$ cat config.mk
export PLATFORM = sky130hd
export DESIGN_NAME = uart_tx_arbiter_flat
export DESIGN_NICKNAME = d
export VERILOG_FILES = /design/src/rtl/uart_tx_arbiter_pkg.sv /design/src/rtl/uart_tx_arbiter_if.sv /design/src/rtl/uart_tx_arbiter_rr_pick.sv /design/src/rtl/uart_tx_arbiter.sv /design/src/flat_wrapper.sv
export SDC_FILE = /design/constraint.sdc
export NUM_CORES = 1
export LEC_CHECK = 0
export CAP_MARGIN = 20
export CORE_UTILIZATION = 42
export DETAILED_ROUTE_END_ITERATION = 10
export PLACE_DENSITY = 0.79
export SYNTH_ARGS = -nofsm -noshare
export SYNTH_HDL_FRONTEND = slang
export SYNTH_SLANG_ARGS = --single-unit
$ cat constraint.sdc
create_clock -name clk -period 4.1 [get_ports clk]
set_input_delay 0.82 -clock clk [delete_from_list [all_inputs] [get_ports clk]]
set_output_delay 0.82 -clock clk [all_outputs]
set_load 0.005 [all_outputs]
$ cat src/rtl/uart_tx_arbiter_pkg.sv
`default_nettype none
// ============================================================================
//  Module      : uart_pkg (package)
//  Description : Shared types and constants for the UART TX arbiter and any
//                other shared-resource arbiter built on uart_rr_pick.
//                  arb_state_t  - arbiter FSM state encoding
//                  MAX_CLIENTS  - largest supported requester count
//                  id_width()   - index width for a given client count
//  Revision    : 1.0 - initial release
// ============================================================================
package uart_pkg;

    typedef enum logic {
        ARB_IDLE = 1'b0,
        ARB_OWN  = 1'b1
    } arb_state_t;

    localparam int MAX_CLIENTS = 8;

    // Width of a client index. Never below one bit so a two-client
    // arbiter still has a usable index register.
    function automatic int id_width(input int n);
        return (n <= 2) ? 1 : $clog2(n);
    endfunction

endpackage
`default_nettype wire

$ cat src/rtl/uart_tx_arbiter_if.sv
`default_nettype none
// ============================================================================
//  Module      : uart_tx_arbiter_if
//  Description : Client-side and UART-side byte handshake bundle for the
//                UART TX arbiter.
//                  req_valid/req_data/req_last/req_ready : N client byte ports
//                                                          (client i data at
//                                                          [8i+7:8i])
//                  tx_valid/tx_data/tx_ready             : byte port to UART TX
//                  grant_valid/grant_id/tmo_pulse        : ownership status
//                modport slave  : the arbiter
//                modport master : the clients plus the UART TX sink
//  Revision    : 1.0 - initial release
// ============================================================================
interface uart_tx_arbiter_if
    import uart_pkg::*;
#(
    parameter int N_CLIENTS = 4,
    parameter int ID_W      = id_width(N_CLIENTS)
);

    logic [N_CLIENTS-1:0]   req_valid;
    logic [N_CLIENTS*8-1:0] req_data;
    logic [N_CLIENTS-1:0]   req_last;
    logic [N_CLIENTS-1:0]   req_ready;

    logic                   tx_valid;
    logic [7:0]             tx_data;
    logic                   tx_ready;

    logic                   grant_valid;
    logic [ID_W-1:0]        grant_id;
    logic                   tmo_pulse;

    modport slave (
        input  req_valid, req_data, req_last, tx_ready,
        output req_ready, tx_valid, tx_data, grant_valid, grant_id, tmo_pulse
    );

    modport master (
        output req_valid, req_data, req_last, tx_ready,
        input  req_ready, tx_valid, tx_data, grant_valid, grant_id, tmo_pulse
    );

endinterface
`default_nettype wire

$ cat src/rtl/uart_tx_arbiter_rr_pick.sv
`default_nettype none
// ============================================================================
//  Module      : uart_rr_pick
//  Description : Combinational round-robin picker. Finds the first set bit of
//                the request vector searching upward from a pointer, wrapping
//                from N-1 back to 0. Never returns an index >= N, including
//                for non-power-of-two N.
//  Ports       : i_req   [N-1:0]     request vector
//                i_ptr   [IDX_W-1:0] search start (must be < N)
//                o_found             at least one request set
//                o_index [IDX_W-1:0] selected request index
//  Revision    : 1.0 - initial release
// ============================================================================
module uart_rr_pick #(
    parameter int N     = 4,
    parameter int IDX_W = 2
) (
    input  wire logic [N-1:0]     i_req,
    input  wire logic [IDX_W-1:0] i_ptr,
    output logic                  o_found,
    output logic [IDX_W-1:0]      o_index
);

    // One spare bit: ptr + offset can reach 2N-2.
    localparam int c_SUM_W = IDX_W + 1;

    logic [N-1:0]       w_rot;
    logic [c_SUM_W-1:0] w_pos;
    logic [c_SUM_W-1:0] w_sum;

    always_comb begin
        // Rotate so that the pointer position lands on bit 0; the doubled
        // vector supplies the wrapped-around bits.
        w_rot   = N'({i_req, i_req} >> i_ptr);

        // Lowest set bit of the rotated vector is the closest request at or
        // above the pointer. Scanning downward lets the lowest hit win.
        o_found = 1'b0;
        w_pos   = '0;
        for (int k = N - 1; k >= 0; k--) begin
            if (w_rot[k]) begin
                o_found = 1'b1;
                w_pos   = c_SUM_W'(k);
            end
        end

        // Undo the rotation with a modulo-N add.
        w_sum   = {1'b0, i_ptr} + w_pos;
        if (w_sum >= c_SUM_W'(N)) begin
            o_index = IDX_W'(w_sum - c_SUM_W'(N));
        end else begin
            o_index = IDX_W'(w_sum);
        end
    end

endmodule
`default_nettype wire

$ cat src/rtl/uart_tx_arbiter.sv
`default_nettype none
// ============================================================================
//  Module      : uart_tx_arbiter
//  Description : Shares one UART transmitter among N_CLIENTS byte-stream
//                requesters. Round-robin grant per packet; the grant is held
//                until the owner's last byte, MAX_BURST bytes, or IDLE_TMO
//                cycles with the owner's valid low.
//  Parameters  : N_CLIENTS (2..8), MAX_BURST (1..255), IDLE_TMO (1..4095)
//  Ports       : clk    clock
//                reset  asynchronous, active-high
//                bus    uart_tx_arbiter_if.slave (client ports, UART TX byte
//                       port, grant_valid/grant_id/tmo_pulse status)
//  Config      : UART_ARB_PRIO_EN - when defined, client 0 wins every
//                arbitration it takes part in and its release does not
//                advance the round-robin pointer. Undefined: pure
//                round-robin.
//  Revision    : 1.0 - initial release
// ============================================================================
module uart_tx_arbiter
    import uart_pkg::*;
#(
    parameter int N_CLIENTS = 4,
    parameter int MAX_BURST = 16,
    parameter int IDLE_TMO  = 64
) (
    input  wire logic          clk,
    input  wire logic          reset,
    uart_tx_arbiter_if.slave   bus
);

    localparam int         c_ID_W       = id_width(N_CLIENTS);
    localparam logic [7:0]  c_BURST_LAST = 8'(MAX_BURST - 1);
    localparam logic [11:0] c_TMO_LAST   = 12'(IDLE_TMO - 1);
    localparam logic [c_ID_W-1:0] c_ID_MAX = c_ID_W'(N_CLIENTS - 1);

    // ------------------------------------------------------------------
    // State
    // ------------------------------------------------------------------
    arb_state_t          r_state;
    logic                r_grant_valid;
    logic [c_ID_W-1:0]   r_grant_id;
    logic [c_ID_W-1:0]   r_rr_ptr;
    logic [7:0]          r_burst_cnt;
    logic [11:0]         r_tmo_cnt;
    logic                r_tmo_pulse;

    arb_state_t          w_state_nxt;
    logic                w_grant_valid_nxt;
    logic [c_ID_W-1:0]   w_grant_id_nxt;
    logic [c_ID_W-1:0]   w_rr_ptr_nxt;
    logic [7:0]          w_burst_cnt_nxt;
    logic [11:0]         w_tmo_cnt_nxt;
    logic                w_tmo_pulse_nxt;

    // ------------------------------------------------------------------
    // Owner-side mux and arbitration helpers
    // ------------------------------------------------------------------
    logic                w_own_valid;
    logic                w_own_last;
    logic [7:0]          w_own_data;
    logic                w_xfer;
    logic                w_release;

    logic                w_rr_found;
    logic [c_ID_W-1:0]   w_rr_index;
    logic [c_ID_W-1:0]   w_pick_id;
    logic [c_ID_W-1:0]   w_ptr_inc;
    logic [c_ID_W-1:0]   w_rr_after;

    assign w_own_valid = bus.req_valid[r_grant_id];
    assign w_own_last  = bus.req_last[r_grant_id];
    assign w_own_data  = bus.req_data[8*r_grant_id +: 8];
    assign w_xfer      = w_own_valid & bus.tx_ready;

    uart_rr_pick #(
        .N     (N_CLIENTS),
        .IDX_W (c_ID_W)
    ) u_rr_pick (
        .i_req   (bus.req_valid),
        .i_ptr   (r_rr_ptr),
        .o_found (w_rr_found),
        .o_index (w_rr_index)
    );

    // Explicit wrap keeps the pointer inside 0..N-1 for non-power-of-two N.
    assign w_ptr_inc = (r_grant_id == c_ID_MAX) ? '0 : r_grant_id + 1'b1;

    always_comb begin
        w_pick_id  = w_rr_index;
        w_rr_after = w_ptr_inc;
`ifdef UART_ARB_PRIO_EN
        if (bus.req_valid[0]) begin
            w_pick_id = '0;
        end
        // Client 0 jumping the queue must not disturb the rotation the
        // other clients are waiting on.
        if (r_grant_id == '0) begin
            w_rr_after = r_rr_ptr;
        end
`endif
    end

    // ------------------------------------------------------------------
    // FSM: state register
    // ------------------------------------------------------------------
    always_ff @(posedge clk or posedge reset) begin
        if (reset) begin
            r_state       <= ARB_IDLE;
            r_grant_valid <= 1'b0;
            r_grant_id    <= '0;
            r_rr_ptr      <= '0;
            r_burst_cnt   <= '0;
            r_tmo_cnt     <= '0;
            r_tmo_pulse   <= 1'b0;
        end else begin
            r_state       <= w_state_nxt;
            r_grant_valid <= w_grant_valid_nxt;
            r_grant_id    <= w_grant_id_nxt;
            r_rr_ptr      <= w_rr_ptr_nxt;
            r_burst_cnt   <= w_burst_cnt_nxt;
            r_tmo_cnt     <= w_tmo_cnt_nxt;
            r_tmo_pulse   <= w_tmo_pulse_nxt;
        end
    end

    // ------------------------------------------------------------------
    // FSM: next state and datapath outputs
    // ------------------------------------------------------------------
    always_comb begin
        w_state_nxt       = r_state;
        w_grant_valid_nxt = r_grant_valid;
        w_grant_id_nxt    = r_grant_id;
        w_rr_ptr_nxt      = r_rr_ptr;
        w_burst_cnt_nxt   = r_burst_cnt;
        w_tmo_cnt_nxt     = r_tmo_cnt;
        w_tmo_pulse_nxt   = 1'b0;
        w_release         = 1'b0;

        bus.tx_valid      = 1'b0;
        bus.tx_data       = 8'h00;
        bus.req_ready     = '0;

        case (r_state)
            ARB_IDLE: begin
                // Grant is registered here; the winner's first byte can move
                // on the following cycle at the earliest.
                if (w_rr_found) begin
                    w_state_nxt       = ARB_OWN;
                    w_grant_valid_nxt = 1'b1;
                    w_grant_id_nxt    = w_pick_id;
                    w_burst_cnt_nxt   = '0;
                    w_tmo_cnt_nxt     = '0;
                end
            end

            ARB_OWN: begin
                bus.tx_valid  = w_own_valid;
                bus.tx_data   = w_own_data;
                bus.req_ready = bus.tx_ready
                              ? ({{(N_CLIENTS-1){1'b0}}, 1'b1} << r_grant_id)
                              : '0;

                if (w_xfer) begin
                    w_burst_cnt_nxt = r_burst_cnt + 8'd1;
                    w_tmo_cnt_nxt   = '0;
                    // last and burst cap on the same byte collapse into one
                    // release, so the pointer only moves once.
                    if (w_own_last || (r_burst_cnt == c_BURST_LAST)) begin
                        w_release = 1'b1;
                    end
                end else if (!w_own_valid) begin
                    w_tmo_cnt_nxt = r_tmo_cnt + 12'd1;
                    if (r_tmo_cnt == c_TMO_LAST) begin
                        w_release       = 1'b1;
                        w_tmo_pulse_nxt = 1'b1;
                    end
                end
                // valid high with tx_ready low: owner is stalled by the UART,
                // not idle, so the timeout counter holds.

                if (w_release) begin
                    w_state_nxt       = ARB_IDLE;
                    w_grant_valid_nxt = 1'b0;
                    w_rr_ptr_nxt      = w_rr_after;
                    w_burst_cnt_nxt   = '0;
                    w_tmo_cnt_nxt     = '0;
                end
            end

            default: begin
                w_state_nxt       = ARB_IDLE;
                w_grant_valid_nxt = 1'b0;
            end
        endcase
    end

    assign bus.grant_valid = r_grant_valid;
    assign bus.grant_id    = r_grant_id;
    assign bus.tmo_pulse   = r_tmo_pulse;

endmodule
`default_nettype wire
$ cat src/flat_wrapper.sv
// flat-port wrapper written by rule: the top's interface ports become plain ports
module uart_tx_arbiter_flat import uart_pkg::*;
#(
    parameter int N_CLIENTS = 4,
    parameter int MAX_BURST = 16,
    parameter int IDLE_TMO  = 64
)
  (clk, reset, bus_req_valid, bus_req_data, bus_req_last, bus_tx_ready, bus_req_ready, bus_tx_valid, bus_tx_data, bus_grant_valid, bus_grant_id, bus_tmo_pulse);
  uart_tx_arbiter_if #(.N_CLIENTS(N_CLIENTS)) bus_i ();
  input  wire logic clk;
  input  wire logic reset;
  input wire logic [$bits(bus_i.req_valid)-1:0] bus_req_valid;
  input wire logic [$bits(bus_i.req_data)-1:0] bus_req_data;
  input wire logic [$bits(bus_i.req_last)-1:0] bus_req_last;
  input wire logic [$bits(bus_i.tx_ready)-1:0] bus_tx_ready;
  output wire logic [$bits(bus_i.req_ready)-1:0] bus_req_ready;
  output wire logic [$bits(bus_i.tx_valid)-1:0] bus_tx_valid;
  output wire logic [$bits(bus_i.tx_data)-1:0] bus_tx_data;
  output wire logic [$bits(bus_i.grant_valid)-1:0] bus_grant_valid;
  output wire logic [$bits(bus_i.grant_id)-1:0] bus_grant_id;
  output wire logic [$bits(bus_i.tmo_pulse)-1:0] bus_tmo_pulse;
  assign bus_i.req_valid = bus_req_valid;
  assign bus_i.req_data = bus_req_data;
  assign bus_i.req_last = bus_req_last;
  assign bus_i.tx_ready = bus_tx_ready;
  assign bus_req_ready = bus_i.req_ready;
  assign bus_tx_valid = bus_i.tx_valid;
  assign bus_tx_data = bus_i.tx_data;
  assign bus_grant_valid = bus_i.grant_valid;
  assign bus_grant_id = bus_i.grant_id;
  assign bus_tmo_pulse = bus_i.tmo_pulse;
  uart_tx_arbiter #(.N_CLIENTS(N_CLIENTS), .MAX_BURST(MAX_BURST), .IDLE_TMO(IDLE_TMO)) u_core (.clk(clk), .reset(reset), .bus(bus_i));
endmodule
== Yosys cells after proc, flatten, opt, wreduce, memory -nomap -nowiden ==
Cells that the tools add are included.

* Register bits after elaboration: 27
* Bits of input ports: 43
* Output and inout bits: 17
* Logic and storage cells: 72

* Add/subtract/negate cells: 5
* $lt $le $gt $ge: 2
* Equality and inequality tests: 7
* Shift operators: 3
* Mux-type cells: 40
* Bitwise operators: 2
* Reduce and logical (&&, ||, !) cells: 6

{| class="wikitable"
|+ Operator list
! cell !! number
|-
| two-way mux 12 bit || 4
|-
| two-way mux 8 bit || 4
|-
| indexed part select 32 x 6 -> 8 bit || 1
|-
| one-hot mux 12 bit (2 select lines) || 1
|-
| two-way mux 1 bit || 18
|-
| one-hot mux 8 bit (2 select lines) || 1
|-
| adder 12 x 1 -> 12 bit, second input constant || 1
|-
| == test 12 x 6 -> 1 bit, second input constant || 1
|-
| AND reduction 2 bit || 5
|-
| two-way mux 3 bit || 3
|-
| adder 8 x 1 -> 8 bit, second input constant || 1
|-
| == test 8 x 4 -> 1 bit, second input constant || 1
|-
| two-way mux 4 bit || 2
|-
| >> shifter 8 x 2 -> 4 bit || 1
|-
| two-way mux 2 bit || 3
|-
| binary-select mux 1 bit (select 2 bit) || 2
|-
| inequality test 2 bit, second input constant || 2
|-
| inequality test 4 bit, second input constant || 1
|-
| one-hot mux 1 bit (2 select lines) || 2
|-
| left shift 1 x 2 -> 4 bit, first input constant || 1
|-
| adder 2 x 3 -> 3 bit || 1
|-
| >= comparator 3 bit, second input constant || 1
|-
| less-than comparator 2 x 3 -> 1 bit, second input constant || 1
|-
| inequality test 3 bit, second input constant || 1
|-
| 6 further kinds || 6
|}

== Longest topological paths before layout ==
Gate-level depths: netlist of run 1.

* Depth in word-level cells: 8
* Gate-level depth with buffers: 8
* Depth with buffers taken out: 7

== Hierarchy ==
A second synthesis of run 1 with hierarchy kept.

* Cells, all modules: 191
* Area total of the unflattened synthesis: 1,958.1 µm²

{| class="wikitable"
|+ By module, submodules not included
! module !! instances !! cells each !! area an instance (µm²) !! seq. area each (µm²)
|-
| uart_tx_arbiter || 1 || 168 || 1,778.0 || 675.6
|-
| uart_rr_pick || 1 || 23 || 180.2 || 0.0
|}

== Least setup slack after synthesis of run 1 ==
Ideal clock, no wire load.

* Path type: input port to output port
* Start point: input port bus_req_valid[2]
* End point: output port bus_tx_valid
* Arrival time: 1,667 ps
* Data required time: 3,280 ps
* Slack: 1,613 ps
* Stages: 4
* Buffers on the path: 1
* Cell sequence: clkbuf_1 -> mux4_2 -> nand2_1 -> inv_1

* Longest elaborated chain between the ends: 3

{| class="wikitable"
|+ Ends and longest elaborated chain
! what !! RTL line !! text
|-
| from (decl) || flat_wrapper.sv:12 || <nowiki>input wire logic [$bits(bus_i.req_valid)-1:0] bus_req_valid;</nowiki>
|-
| binary-select mux 1 bit (select 2 bit) || uart_tx_arbiter.sv:70 || <nowiki>assign w_own_valid = bus.req_valid[r_grant_id];</nowiki>
|-
| two-way mux 1 bit (implied by the code) || uart_tx_arbiter.sv:70 ||
|-
| two-way mux 1 bit || uart_tx_arbiter.sv:143 || <nowiki>case (r_state)</nowiki>
|-
| to (decl) || flat_wrapper.sv:17 || <nowiki>output wire logic [$bits(bus_i.tx_valid)-1:0] bus_tx_valid;</nowiki>
|}

Every way passes these cells. The select of a mux whose other input is x is not followed.

== Worst setup path in the final report of run 1 ==
Same ends and word-level chain as after synthesis.

==> results.sh, run 1 <==
export IMPL_place_detailed_hpwl_um=3660
export IMPL_final_period_minus_worst_setup_slack_ns=3.39
export IMPL_initial_core_util_pct=44.0
export IMPL_critPathMaxFanout=9
export IMPL_critical_path_cell_chain="clkdlybuf4s50_1 > mux4_2 > nand2_1 > inv_1 > clkdlybuf4s50_1"
export IMPL_netlist_instances=207
export IMPL_clock_root_buffer="sky130_fd_sc_hd__clkbuf_8"
export IMPL_h_tree_level_count=1
export IMPL_die_height_um=69.8
export IMPL_groute_usage_overall_pct=20.5
export IMPL_final_common_cell="sky130_fd_sc_hd__clkdlybuf4s50_1"
export IMPL_io_buffer_count=59
export IMPL_synth_enable_flop_cells=0
export IMPL_insertedDiodeCount=0
export IMPL_critical_path_slowest_cell="sky130_fd_sc_hd__mux4_2"
export IMPL_post_synth_instance_area_mm2=0.00193
export IMPL_async_flop_share_pct=100
export IMPL_top_library_cells_by_usage_in_the_layout_fill_and_taps_aside="sky130_fd_sc_hd__clkdlybuf4s50_1, sky130_fd_sc_hd__dfrtp_1, sky130_fd_sc_hd__nand2_1"
export IMPL_final_hold_violation_count=0
export IMPL_timing_worst_setup_path_type="in -> out"
export IMPL_core_rowCount=24
export IMPL_synth_warning_count=0
export IMPL_viasPerCell=5.79
export IMPL_drt_first_iter_violations=144
export IMPL_gr_usage_met3_pct=3.63
export IMPL_drv_cap=0
export IMPL_clock_tree_buf_depth=2
export IMPL_tightestPinTransition_ns=0.782
export IMPL_timing_clock_skew_ns=0.00112
export IMPL_outcome="finished, final reports clean"
export IMPL_synth_seq_area_share_pct=35.0
export IMPL_crit_path_arrival_time_ns=2.57
export IMPL_fp_dieW_um=69.8
export IMPL_static_leakage_power_nw=1.12
export IMPL_max_slew_margin_rel_pct=47.9
export IMPL_drt_antenna_violating_nets=0
export IMPL_avg_cell_area_syn_um2=9.32
export IMPL_clk_transition_reported_paths_ns=0.09
export IMPL_grt_first_pass_wirelength_um=8110
export IMPL_peak_clock_frequency_supported_by_timing_mhz=295
export IMPL_groute_layer_met2_usage_pct=32.2
export IMPL_busiest_layer="met2"
export IMPL_cts_resized_gates=0
export IMPL_first_global_vias=1640
export IMPL_gr_total_overflow=0
export IMPL_cts_tree="yes"
export IMPL_initial_antenna_violation_count=0
export IMPL_final_max_slew_viol_count=0
export IMPL_crit_path_frequent_cell="sky130_fd_sc_hd__clkdlybuf4s50_1"
export IMPL_ioPinCount=60
export IMPL_synth_lib_cells_used_distinct=49
export IMPL_detail_route_first_pass_iterations=4
export IMPL_final_period_utilization_pct=82.6
export IMPL_fin_setup_tns_ns=0
export IMPL_power_ir_vdd_worst_uv=340
export IMPL_slowest_delay_ns=0.58
export IMPL_power_density_mw_per_mm2=506
export IMPL_clkLatencyLatePin_ns=0.27
export IMPL_post_route_wl_um=4780
export IMPL_final_layout_size_suffix_gt1_share_pct=6.92
export IMPL_syn_num_nets=257
export IMPL_startpoint_type="primary input"
export IMPL_layout_nets=311
export IMPL_final_setup_viol_count=0
export IMPL_grt_max_degree=28
export IMPL_floorplan_core_area_mm2=0.00438
export IMPL_drc=0
export IMPL_area_growth_from_synthesis_to_final_layout_pct=35.6
export IMPL_tritoncts_num_buffers=3
export IMPL_clock_sinks=27
export IMPL_cts_hold_buf=0
export IMPL_hp_class="reg -> reg"
export IMPL_synth_top_flop_cell="sky130_fd_sc_hd__dfrtp_1"
export IMPL_cp_required_ns=3.28
export IMPL_n_fill_cell=376
export IMPL_setup_repair_after_global_routing_missed_its_margin="false"
export IMPL_grt_met1_usage_pct=29.8
export IMPL_totalPowerFinal_mw=1.32
export IMPL_floorplan_die_area_mm2=0.00487
export IMPL_gpl_final_weighted_congestion=0.814
export IMPL_post_cts_repair_setup_buffers=0
export IMPL_cp_end_kind="output pin"
export IMPL_avgRoutedWirePerCell_um=15.3
export IMPL_dr_total_vias=1805
export IMPL_synth_seq_cells=27
## worst max-delay path, delay by kind of cell
family / cells / cell delay (ns)
AND/OR/NAND/NOR: 1 / 0.14
buffers and inverters: 3 / 1.02
multiplexers: 1 / 0.58
## synthesized netlist by cell type, types with 3 or more instances
master,n,area [µm²]
sky130_fd_sc_hd__a22o_1,4,35.0
sky130_fd_sc_hd__a41oi_1,4,35.0
sky130_fd_sc_hd__nor3_1,4,20.0
sky130_fd_sc_hd__dfrtp_1,27,676
sky130_fd_sc_hd__a31oi_1,5,31.3
sky130_fd_sc_hd__ha_1,7,87.6
sky130_fd_sc_hd__o21ai_0,16,80.1
sky130_fd_sc_hd__nand2b_1,4,25.0
sky130_fd_sc_hd__inv_1,6,22.5
sky130_fd_sc_hd__and2_1,8,50.1
sky130_fd_sc_hd__nand2_1,21,78.8
sky130_fd_sc_hd__nand3_1,12,60.1
sky130_fd_sc_hd__nor4_1,3,18.8
sky130_fd_sc_hd__mux4_2,10,225
sky130_fd_sc_hd__and3_1,11,68.8
sky130_fd_sc_hd__a21o_1,3,22.5
sky130_fd_sc_hd__a211oi_1,5,37.5
sky130_fd_sc_hd__a21oi_1,3,15.0
sky130_fd_sc_hd__nor2_1,10,37.5
sky130_fd_sc_hd__clkbuf_1,9,33.8
## logic make-up after synthesis
kind of cell,Yosys count,synth area share [%]
compound gates,51,17.8
xor+xnor,3,1.36
fa+ha+maj,7,4.54
buf+inv,20,4.28
flops,27,35.0
mux,14,13.9
simple gates,85,23.1
## per-stage QoR
| step | worst slack (ns) | instances | hold WS, ns | instance area (µm²) | utilization [%] |
|---|---|---|---|---|---|
| after global routing | 0.664 | 312 | 0.550 | 2620 | 59.7 |
| after CTS | 0.718 | 311 | 0.523 | 2590 | 59.0 |
| final | 0.713 | 312 | 0.525 | 2620 | 59.7 |
| after global placement | 0.742 | 307 | 0.494 | 2540 | 58.0 |
| after detailed placement | 0.718 | 307 | 0.501 | 2540 | 58.0 |
| after floorplan | 1.61 | 207 | 0.467 | 1930 | - |
## sequential cells by signal (all words and copies together), names as in the netlist
register / count
u_core.r_tmo_cnt: 12
u_core.r_burst_cnt: 8
u_core.bus.grant_id: 2
u_core.r_rr_ptr: 2
u_core.bus.grant_valid: 1
u_core.bus.tmo_pulse: 1
u_core.r_state: 1
## cell type report
cell class / instances / area (µm²) / share of cell area [%]
repair buffers: 62 / 633 / 24.2
multi-input cells: 160 / 1170 / 44.8
clock buffers: 4 / 45.0 / 1.72
inverters: 7 / 26.3 / 1.00
flip-flops and latches: 27 / 676 / 25.8
well taps: 52 / 65.1 / 2.49
## routing by layer
| layer | routed length [µm] | up-vias |
|---|---|---|
| li1 | - | 880 |
| met1 | 2200 | 874 |
| met2 | 2320 | 43 |
| met3 | 188 | 8 |
| met4 | 70 | 0 |
| met5 | 0 | - |
## power by group
part	total, mW	internal (mW)	switching [mW]
clock network	0.149	0.0696	0.0795
registers	0.434	0.318	0.116
logic	0.741	0.427	0.314
## worst paths after layout
kind / startpoint / to / slack [ns] / cells past startpoint
worst max-delay path: bus_req_valid[2] / bus_tx_valid / 0.71 / 5
worst min-delay path: u_core.bus.grant_valid$_DFFE_PP0P_ / u_core.bus.grant_valid$_DFFE_PP0P_ / 0.53 / 2
worst max register to register: u_core.bus.grant_id[1]$_DFFE_PP0P_ / u_core.r_tmo_cnt[7]$_DFFE_PP0P_ / 1.54 / 5
worst min register to register: u_core.bus.grant_valid$_DFFE_PP0P_ / u_core.bus.grant_valid$_DFFE_PP0P_ / 0.53 / 2
max in group asynchronous: reset / u_core.r_burst_cnt[4]$_DFFE_PP0P_ / 2.86 / 3
min in group asynchronous: reset / u_core.r_tmo_cnt[8]$_DFFE_PP0P_ / 0.82 / 2
Power figures use the tool's default switching activity.
==> inputs of run 2 (changes only) <==
==> constraint.sdc (replaced) <==
create_clock -name clk -period 3.4 [get_ports clk]
set_input_delay 0.68 -clock clk [delete_from_list [all_inputs] [get_ports clk]]
set_output_delay 0.68 -clock clk [all_outputs]
set_load 0.005 [all_outputs]
==> run 2 against run 1 <==
Net effect: register-to-register slack got worse by 0.66 ns; core utilization increased by 0.43 points; sequential cell count stayed put; total power rose by 22%; combinational power is 26% higher; routed wire length grew 1.3%; die area did not move; final cell count grew 0.64%; clock skew increased by 0.0042 ns; global-route usage increased by 0.67 points; critical path type unchanged; largest cell class unchanged.
==> results.sh, run 2 (synthesis results as in run 1) <==
export IMPL_cp_end_kind="output pin"
export IMPL_grt_max_degree=28
export IMPL_largest_reg_flops=12
export IMPL_core_rowCount=24
export IMPL_pwr_share_comb_pct=58.1
export IMPL_critPathMaxFanout=8
export IMPL_final_layout_size_suffix_gt1_share_pct=8.02
export IMPL_cts_hold_buf=0
export IMPL_final_common_cell="sky130_fd_sc_hd__clkdlybuf4s50_1"
export IMPL_top_library_cells_by_usage_in_the_layout_fill_and_taps_aside="sky130_fd_sc_hd__clkdlybuf4s50_1, sky130_fd_sc_hd__dfrtp_1, sky130_fd_sc_hd__nand2_1"
export IMPL_tightestPinTransition_ns=0.845
export IMPL_tritoncts_num_buffers=3
export IMPL_peak_clock_frequency_supported_by_timing_mhz=323
export IMPL_final_period_minus_worst_setup_slack_ns=3.09
export IMPL_final_period_utilization_pct=91.0
export IMPL_crit_path_arrival_time_ns=2.41
export IMPL_finish_utilization_pct=60.1
export IMPL_detail_route_first_pass_iterations=4
export IMPL_clock_tree_buf_depth=2
export IMPL_drt_first_iter_violations=164
export IMPL_power_sequential_fraction_pct=30.1
export IMPL_startpoint_type="primary input"
export IMPL_n_fill_cell=389
export IMPL_clk_transition_reported_paths_ns=0.10
export IMPL_dr_total_vias=1818
export IMPL_grt_first_pass_wirelength_um=8420
export IMPL_slowest_delay_ns=0.57
export IMPL_power_density_mw_per_mm2=612
export IMPL_hold_worst_slack_ns=0.518
export IMPL_post_cts_repair_setup_buffers=0
export IMPL_hp_class="reg -> reg"
export IMPL_cp_required_ns=2.72
export IMPL_floorplan_die_area_mm2=0.00487
export IMPL_post_route_wl_um=4850
export IMPL_critical_path_cell_chain="clkdlybuf4s50_1 > mux4_2 > nand2_1 > inv_1 > clkdlybuf4s50_1"
export IMPL_outcome="finished, final reports clean"
export IMPL_insertedDiodeCount=0
export IMPL_timing_clock_skew_ns=0.00530
export IMPL_clkLatencyLatePin_ns=0.28
export IMPL_seq_area_um2=676
export IMPL_intPower_uw=989
export IMPL_first_global_vias=1728
export IMPL_layout_nets=313
export IMPL_gpl_final_weighted_congestion=0.815
export IMPL_ioPinCount=60
export IMPL_power_switching_share_pct=38.7
export IMPL_groute_usage_overall_pct=21.2
export IMPL_initial_core_util_pct=44.0
export IMPL_static_leakage_power_nw=1.13
export IMPL_clock_sinks=27
export IMPL_leading_registers_by_flop_count="u_core.r_tmo_cnt x12, u_core.r_burst_cnt x8"
export IMPL_total_switching_power_uw=623
export IMPL_timing_worst_setup_path_type="in -> out"
export IMPL_fin_setup_tns_ns=0
export IMPL_clock_power_share_pct=11.8
export IMPL_clock_root_buffer="sky130_fd_sc_hd__clkbuf_8"
export IMPL_gr_total_overflow=0
export IMPL_h_tree_level_count=1
export IMPL_area_occupied_by_multi_input_gates_mm2=0.00117
export IMPL_avgRoutedWirePerCell_um=15.4
export IMPL_viasPerCell=5.79
export IMPL_critical_path_slowest_cell="sky130_fd_sc_hd__mux4_2"
export IMPL_drc=0
export IMPL_drt_antenna_violating_nets=0
export IMPL_floorplan_core_area_mm2=0.00438
export IMPL_cts_resized_gates=0
export IMPL_register_ranked_first_by_flip_flop_count="u_core.r_tmo_cnt"
export IMPL_io_buffer_count=59
export IMPL_final_max_slew_viol_count=0
export IMPL_cts_tree="yes"
export IMPL_setup_repair_after_global_routing_missed_its_margin="false"
export IMPL_die_height_um=69.8
export IMPL_initial_antenna_violation_count=0
export IMPL_power_ir_vdd_worst_uv=393
export IMPL_final_setup_viol_count=0
export IMPL_fp_dieW_um=69.8
export IMPL_crit_path_frequent_cell="sky130_fd_sc_hd__clkdlybuf4s50_1"
export IMPL_final_hold_violation_count=0
export IMPL_place_detailed_hpwl_um=3670
export IMPL_area_growth_from_synthesis_to_final_layout_pct=36.6
export IMPL_max_slew_margin_rel_pct=43.7
export IMPL_drv_cap=0
## run 2: cell types whose count changed in the layout (fill, tap and decap cells not counted), sizes merged
| cell | delta |
|---|---|
| clkbuf | -1 |
| clkinvlp | +1 |
| buf | +2 |
## run 2: path summary, 6_finish.rpt
| check | to | slack [ns] | depth (start not counted) | from |
|---|---|---|---|---|
| min in group asynchronous | u_core.r_tmo_cnt[9]$_DFFE_PP0P_ | 0.71 | 2 | reset |
| max in group asynchronous | u_core.r_rr_ptr[0]$_DFFE_PP0P_ | 2.24 | 3 | reset |
| worst min-delay path | u_core.r_tmo_cnt[5]$_DFFE_PP0P_ | 0.52 | 1 | u_core.r_tmo_cnt[5]$_DFFE_PP0P_ |
| worst min register to register | u_core.r_tmo_cnt[5]$_DFFE_PP0P_ | 0.52 | 1 | u_core.r_tmo_cnt[5]$_DFFE_PP0P_ |
| worst max register to register | u_core.r_tmo_cnt[7]$_DFFE_PP0P_ | 0.88 | 6 | u_core.bus.grant_id[0]$_DFFE_PP0P_ |
| worst max-delay path | bus_tx_valid | 0.31 | 5 | bus_req_valid[0] |
## run 2: layout make-up
cell class / count / share of cell area (%)
Tap cell: 52 / 2.47
Clock buffer: 3 / 1.57
Multi-Input combinational cell: 160 / 44.4
Inverter: 7 / 0.997
Clock inverter: 1 / 0.285
Timing Repair Buffer: 64 / 24.6
Sequential cell: 27 / 25.6
## run 2: metrics by stage
step	worst slack, ns	power [mW]	std cells	area [µm²]
3_5_place_dp	0.311	1.43	309	2560
4_1_cts	0.312	1.62	313	2610
6_report	0.307	1.61	314	2640
5_1_grt	0.227	1.75	314	2640
3_3_place_gp	0.351	1.41	309	2560
2_1_floorplan	1.18	1.04	207	1930
## run 2: routing by layer
metal	part of all wire [%]	vias to the layer above	GRT usage, %
met5	0	-	0
met4	1.2	0	4.44
met3	3.2	6	4.22
met2	49	40	35.1
met1	46	884	28.8
li1	-	888	-
## run 2: worst max-delay path: cells and delay by family
kind                   cells  cell delay (ns)
buffers and inverters      3             1.01
muxes                      1             0.57
and+or+nand+nor            1             0.14
## run 2: power by group through the flow
stage | Clock, mW | Combinational [mW] | Sequential (mW)
2_1_floorplan | 0 | 0.601 | 0.444
3_3_place_gp | 0 | 0.916 | 0.489
3_5_place_dp | 0 | 0.935 | 0.490
4_1_cts | 0.195 | 0.943 | 0.485
5_1_grt | 0.211 | 1.03 | 0.502
6_report | 0.190 | 0.937 | 0.486
==> inputs of run 3 (changes only) <==
--- a/config.mk
+++ b/config.mk
@@ -8,6 +8,7 @@
 export CAP_MARGIN = 20
 export CORE_UTILIZATION = 42
 export DETAILED_ROUTE_END_ITERATION = 10
+export GPL_TIMING_DRIVEN = 1
 export PLACE_DENSITY = 0.79
 export SYNTH_ARGS = -nofsm -noshare
 export SYNTH_HDL_FRONTEND = slang
==> results of run 3 <==
Final layout, timing and power as in run 2 (identical DEF).
